## config.mk

```make
export PLATFORM = sky130hd
export DESIGN_NAME = obs_mult_sequencer
export DESIGN_NICKNAME = d
export VERILOG_FILES = /design/src/rtl/obs_pkg.sv /design/src/rtl/clmul_half.sv /design/src/rtl/obs_mult_sequencer.sv
export SDC_FILE = /design/constraint.sdc
export NUM_CORES = 1
export LEC_CHECK = 0
export CORE_ASPECT_RATIO = 1.75
export CORE_MARGIN = 10
export CORE_UTILIZATION = 55
export DETAILED_ROUTE_END_ITERATION = 10
export PLACE_DENSITY = 0.95
export SKIP_CTS_REPAIR_TIMING = 1
export SYNTH_ARGS = -nofsm -noshare
export SYNTH_HDL_FRONTEND = slang
export SYNTH_SLANG_ARGS = --single-unit
```

## constraint.sdc

```tcl
create_clock -name clk -period 6.9 [get_ports clk]
set_input_delay 1.38 -clock clk [delete_from_list [all_inputs] [get_ports clk]]
set_output_delay 1.38 -clock clk [all_outputs]
set_load 0.01 [all_outputs]
```

## src/rtl/obs_pkg.sv

```systemverilog
// obs_pkg: shared types, default operand width and product-width helpers for the OBS carry-less multiplier
package obs_pkg;
    typedef enum logic [1:0] {IDLE, MUL, DONE} state_t;
    localparam int OBS_N = 12;
    function automatic int half_w(input int n);
        return n / 2;
    endfunction
    function automatic int prod_w(input int n);
        return 2 * n - 1;
    endfunction
endpackage

```

## src/rtl/clmul_half.sv

```systemverilog
// clmul_half: purely combinational H x H carry-less (GF(2)[x]) multiplier, 2H-1 bit product
module clmul_half #(
    parameter int H = 6
) (
    input  logic [H-1:0]   x,
    input  logic [H-1:0]   y,
    output logic [2*H-2:0] p
);
    always_comb begin
        p = '0;
        for (int i = 0; i < H; i++) p = y[i] ? p ^ ({{(H-1){1'b0}}, x} << i) : p;
    end
endmodule

```

## src/rtl/obs_mult_sequencer.sv

```systemverilog
// obs_mult_sequencer: time-multiplexed carry-less multiplier; four half-products on one shared
// H x H core over four cycles, XOR-accumulated into the overlapped 2N-1 bit product
module obs_mult_sequencer
    import obs_pkg::*;
#(
    parameter int N = OBS_N
) (
    input  logic           clk,
    input  logic           rst,
    input  logic           in_valid,
    output logic           in_ready,
    input  logic [N-1:0]   a,
    input  logic [N-1:0]   b,
    output logic           out_valid,
    input  logic           out_ready,
    output logic [2*N-2:0] result
);
    localparam int H  = half_w(N);
    localparam int PW = prod_w(N);

    if (N % 2 != 0 || N < 4) begin : g_bad_n
        $error("obs_mult_sequencer: N must be even and >= 4");
    end

    state_t         state, state_nx;
    logic [1:0]     idx;
    logic [N-1:0]   a_q, b_q;
    logic [PW-1:0]  acc, ext, term;
    logic [H-1:0]   op_x, op_y;
    logic [2*H-2:0] hp;
    logic           accept;

    assign accept = in_valid && in_ready;
    // idx[1] picks the high half of a, idx[0] the high half of b: aL*bL, aL*bH, aH*bL, aH*bH
    assign op_x   = idx[1] ? a_q[N-1:H] : a_q[H-1:0];
    assign op_y   = idx[0] ? b_q[N-1:H] : b_q[H-1:0];
    assign ext    = {{N{1'b0}}, hp};
    assign term   = idx == 2'd0 ? ext : idx == 2'd3 ? ext << (2 * H) : ext << H;
    assign result = acc;

    clmul_half #(.H(H)) u_core (
        .x(op_x),
        .y(op_y),
        .p(hp)
    );

    always_ff @(posedge clk) begin
        if (rst) state <= IDLE;
        else     state <= state_nx;
    end

    always_comb begin
        state_nx = state == IDLE && in_valid      ? MUL  :
                   state == MUL  && idx == 2'd3   ? DONE :
                   state == DONE && out_ready     ? IDLE : state;
    end

    always_comb begin
        in_ready  = state == IDLE;
        out_valid = state == DONE;
    end

    always_ff @(posedge clk) begin
        if (rst) begin
            idx <= '0;
            acc <= '0;
            a_q <= '0;
            b_q <= '0;
        end else if (accept) begin
            idx <= '0;
            acc <= '0;
            a_q <= a;
            b_q <= b;
        end else if (state == MUL) begin
            idx <= idx + 2'd1;
            acc <= acc ^ term;
        end
    end
endmodule
```

==> flow_summary.toml <==
[outcome]
outcome = "completed"

[synth]
synth.area.top_cells = "dfxtp_1, nand2_1, nor2_1, a21oi_1, xnor2_1"
synth_flop_cell = "dfxtp_1"
yosysTopAreaCell = "dfxtp_1"
synth_warnings = 0
synth_async_sr_flop_share = 0
syn-num-nets = 377
synth_area_per_cell_um2 = 8.32
postSynthCellCount = 347
netlist_area_um2 = 2890
synthTopCellsByCount = "nand2_1, dfxtp_1, nor2_1"
ys_seq_area_frac = 0.354
yosysTopAreaCellShare = 0.354
synth_most_common_cell = "nand2_1"
synth-seq-cells = 51
synth_cell_types = 48
synth_edf_count = 0

[floorplan]
coreArea_um2 = 5020
chipHeight_um = 116
dieArea_um2 = 8660
ios = 53
row_count = 34
start_util = 0.575
die_w_um = 74.8

[timing]
timing.slew.headroom = 0.350
fin_crit_sh = 0.529
setup_ws_ns = 3.25
fmax_ghz = 0.274
slew_violations = 0
rsz0062_at_grt = "no"
finClkSkew_ns = 0.00733
tightest_slew_ns = 0.971
period_needed_ns = 3.65
setup_tns_ns = 0
hold_viol = 0
setup-violations-final = 0

[final_layout]
area_delta_synth_final_pct = 21.1
fin_cells = 446
n_antenna_cell = 0
utilization = 0.696
drive_gt1_frac = 0.0612
finish.net_count = 421

[global_routing]
grt_max_degree = 33
gr-total-overflow = 0
antenna_found_initial = 0
first_global_vias = 2662
grt.total_usage = 0.176
grt_pass1_wl_mm = 12.2

[clock_network]
root_buffer = "clkbuf_8"
worst_skew_pair.late_latency_ns = 0.30
clockBufferDepth = 2
cts_buffers = 5
cts_htree_levels = 2
path_clk_slew_ns = 0.09
tritoncts = "built"
cts_sinks = 51

[routing]
drc = 0
postRouteWirelength_mm = 7.41
drt_iter0_markers = 194
vias = 2663
vias_per_cell = 5.97
ant_nets = 0
dr.pass1.iters = 4
wire_per_inst_um = 16.6

[placed_design]
gp_congestion = 0.955
placedCellCount = 438
portBuffers = 52
post-place-ws_ns = 2.95
dp_hpwl_mm = 5.72

[power]
p_leak_uw = 0.00120
irDropWorstVdd_mv = 0.111
power.density_nw_per_um2 = 168

[setup_path]
critPathKind = "primary input to flop"
critPathLaunchType = "primary input"
cp_max_fo = 32
cp-end-kind = "flop"
worstPathRequired_ns = 7.07
crit_arrival_ns = 3.82

[job]
max_cap_viol_count = 0

[hold_path]
hold_path.class = "flop to flop"
==> stage by stage <==
| stage | power (uW) | area [um2] | hold slack, ns |
|---|---|---|---|
| global route | 612 | 3500 | 0.485 |
| detailed placement | 424 | 3410 | 0.463 |
| global placement | 420 | 3410 | 0.444 |
| finish | 589 | 3500 | 0.476 |
| floorplan | 387 | 2890 | 0.436 |
| CTS | 588 | 3500 | 0.476 |
==> logic make-up (layout without fill, tap and decap cells) <==
family,count (synthesis),after routing,synth area share
AOI/OAI and AO/OA,72,72,0.156
xor gates and xnor gates,24,24,0.0980
adders and majority gates,2,2,0.00867
buffers and inverters,20,65,0.0312
DFF,51,51,0.354
muxes,22,22,0.0980
and+or+nand+nor,156,156,0.255
==> cells in the final DEF, fill, tap and decap left out, types with 2 or more instances in the layout <==
cell / n
mux2_2: 4
xnor2_1: 13
o211ai_1: 2
a31oi_1: 2
ha_1: 2
nand3_1: 8
and3_1: 6
nand2_1: 54
a211oi_1: 4
o21ai_1: 2
a21oi_1: 34
mux2_1: 4
mux2i_2: 4
a2111oi_1: 2
xor2_1: 6
dfxtp_1: 51
clkdlybuf4s50_1: 52
nor3b_1: 5
a211o_1: 2
o22ai_1: 3
or3_1: 7
nor2_1: 46
mux2i_4: 3
nand2b_1: 3
buf_4: 2
o31ai_1: 2
o211a_1: 4
nor3_1: 11
nor4_1: 7
mux2i_1: 7
xnor3_1: 3
o21ai_0: 8
clkbuf_8: 5
o311ai_1: 3
a32oi_1: 3
inv_1: 3
==> final cells by class <==
class | instances | area [um2]
Clock inverter | 2 | 12.5
Multi-Input combinational cell | 276 | 1780
Inverter | 3 | 11.3
Fill cell | 391 | 1520
Timing Repair Buffer | 54 | 536
Tap cell | 54 | 67.6
Clock buffer | 6 | 72.6
Sequential cell | 51 | 1020
==> where the power goes <==
part           leakage, uW  internal [uW]  total, uW  switching (uW)
Combinational     0.000744           44.1       99.2            55.0
Sequential        0.000415            305        319            13.3
Clock            0.0000412           71.1        171            99.7
Total              0.00120            421        589             168
==> worst paths after layout <==
| check | from | to | slack (ns) | depth (start not counted) |
|---|---|---|---|---|
| setup reg to reg | idx[0]$_SDFFE_PP0N_ | result[12]$_SDFFE_PP0N_ | 3.34 | 8 |
| setup / recovery | in_valid | result[10]$_SDFFE_PP0N_ | 3.25 | 8 |
| hold reg to reg | b_q[11]$_SDFFE_PP0P_ | b_q[11]$_SDFFE_PP0P_ | 0.48 | 2 |
| hold / removal | b_q[11]$_SDFFE_PP0P_ | b_q[11]$_SDFFE_PP0P_ | 0.48 | 2 |
==> per-layer routing <==
metal | global-route usage | part of all wire
met1 | 0.186 | 0.39
met2 | 0.325 | 0.54
met3 | 0.0205 | 0.041
met4 | 0.0914 | 0.029
met5 | 0 | 0
==> critical path, stage by stage <==
cell and delay [ns]:
clkdlybuf4s50_1 0.47, or3b_1 0.69, nand2b_1 0.18, buf_4 0.33, nor3_1 0.09, and3_1 0.18, a2111oi_1 0.33, o311ai_1 0.15
==> flip-flops by register name, summed over array words and instances (netlist names) <==
name	flops
a_q	12
b_q	12
idx	2
result	23
state	2
No activity file was read; power rests on OpenSTA's default activity.
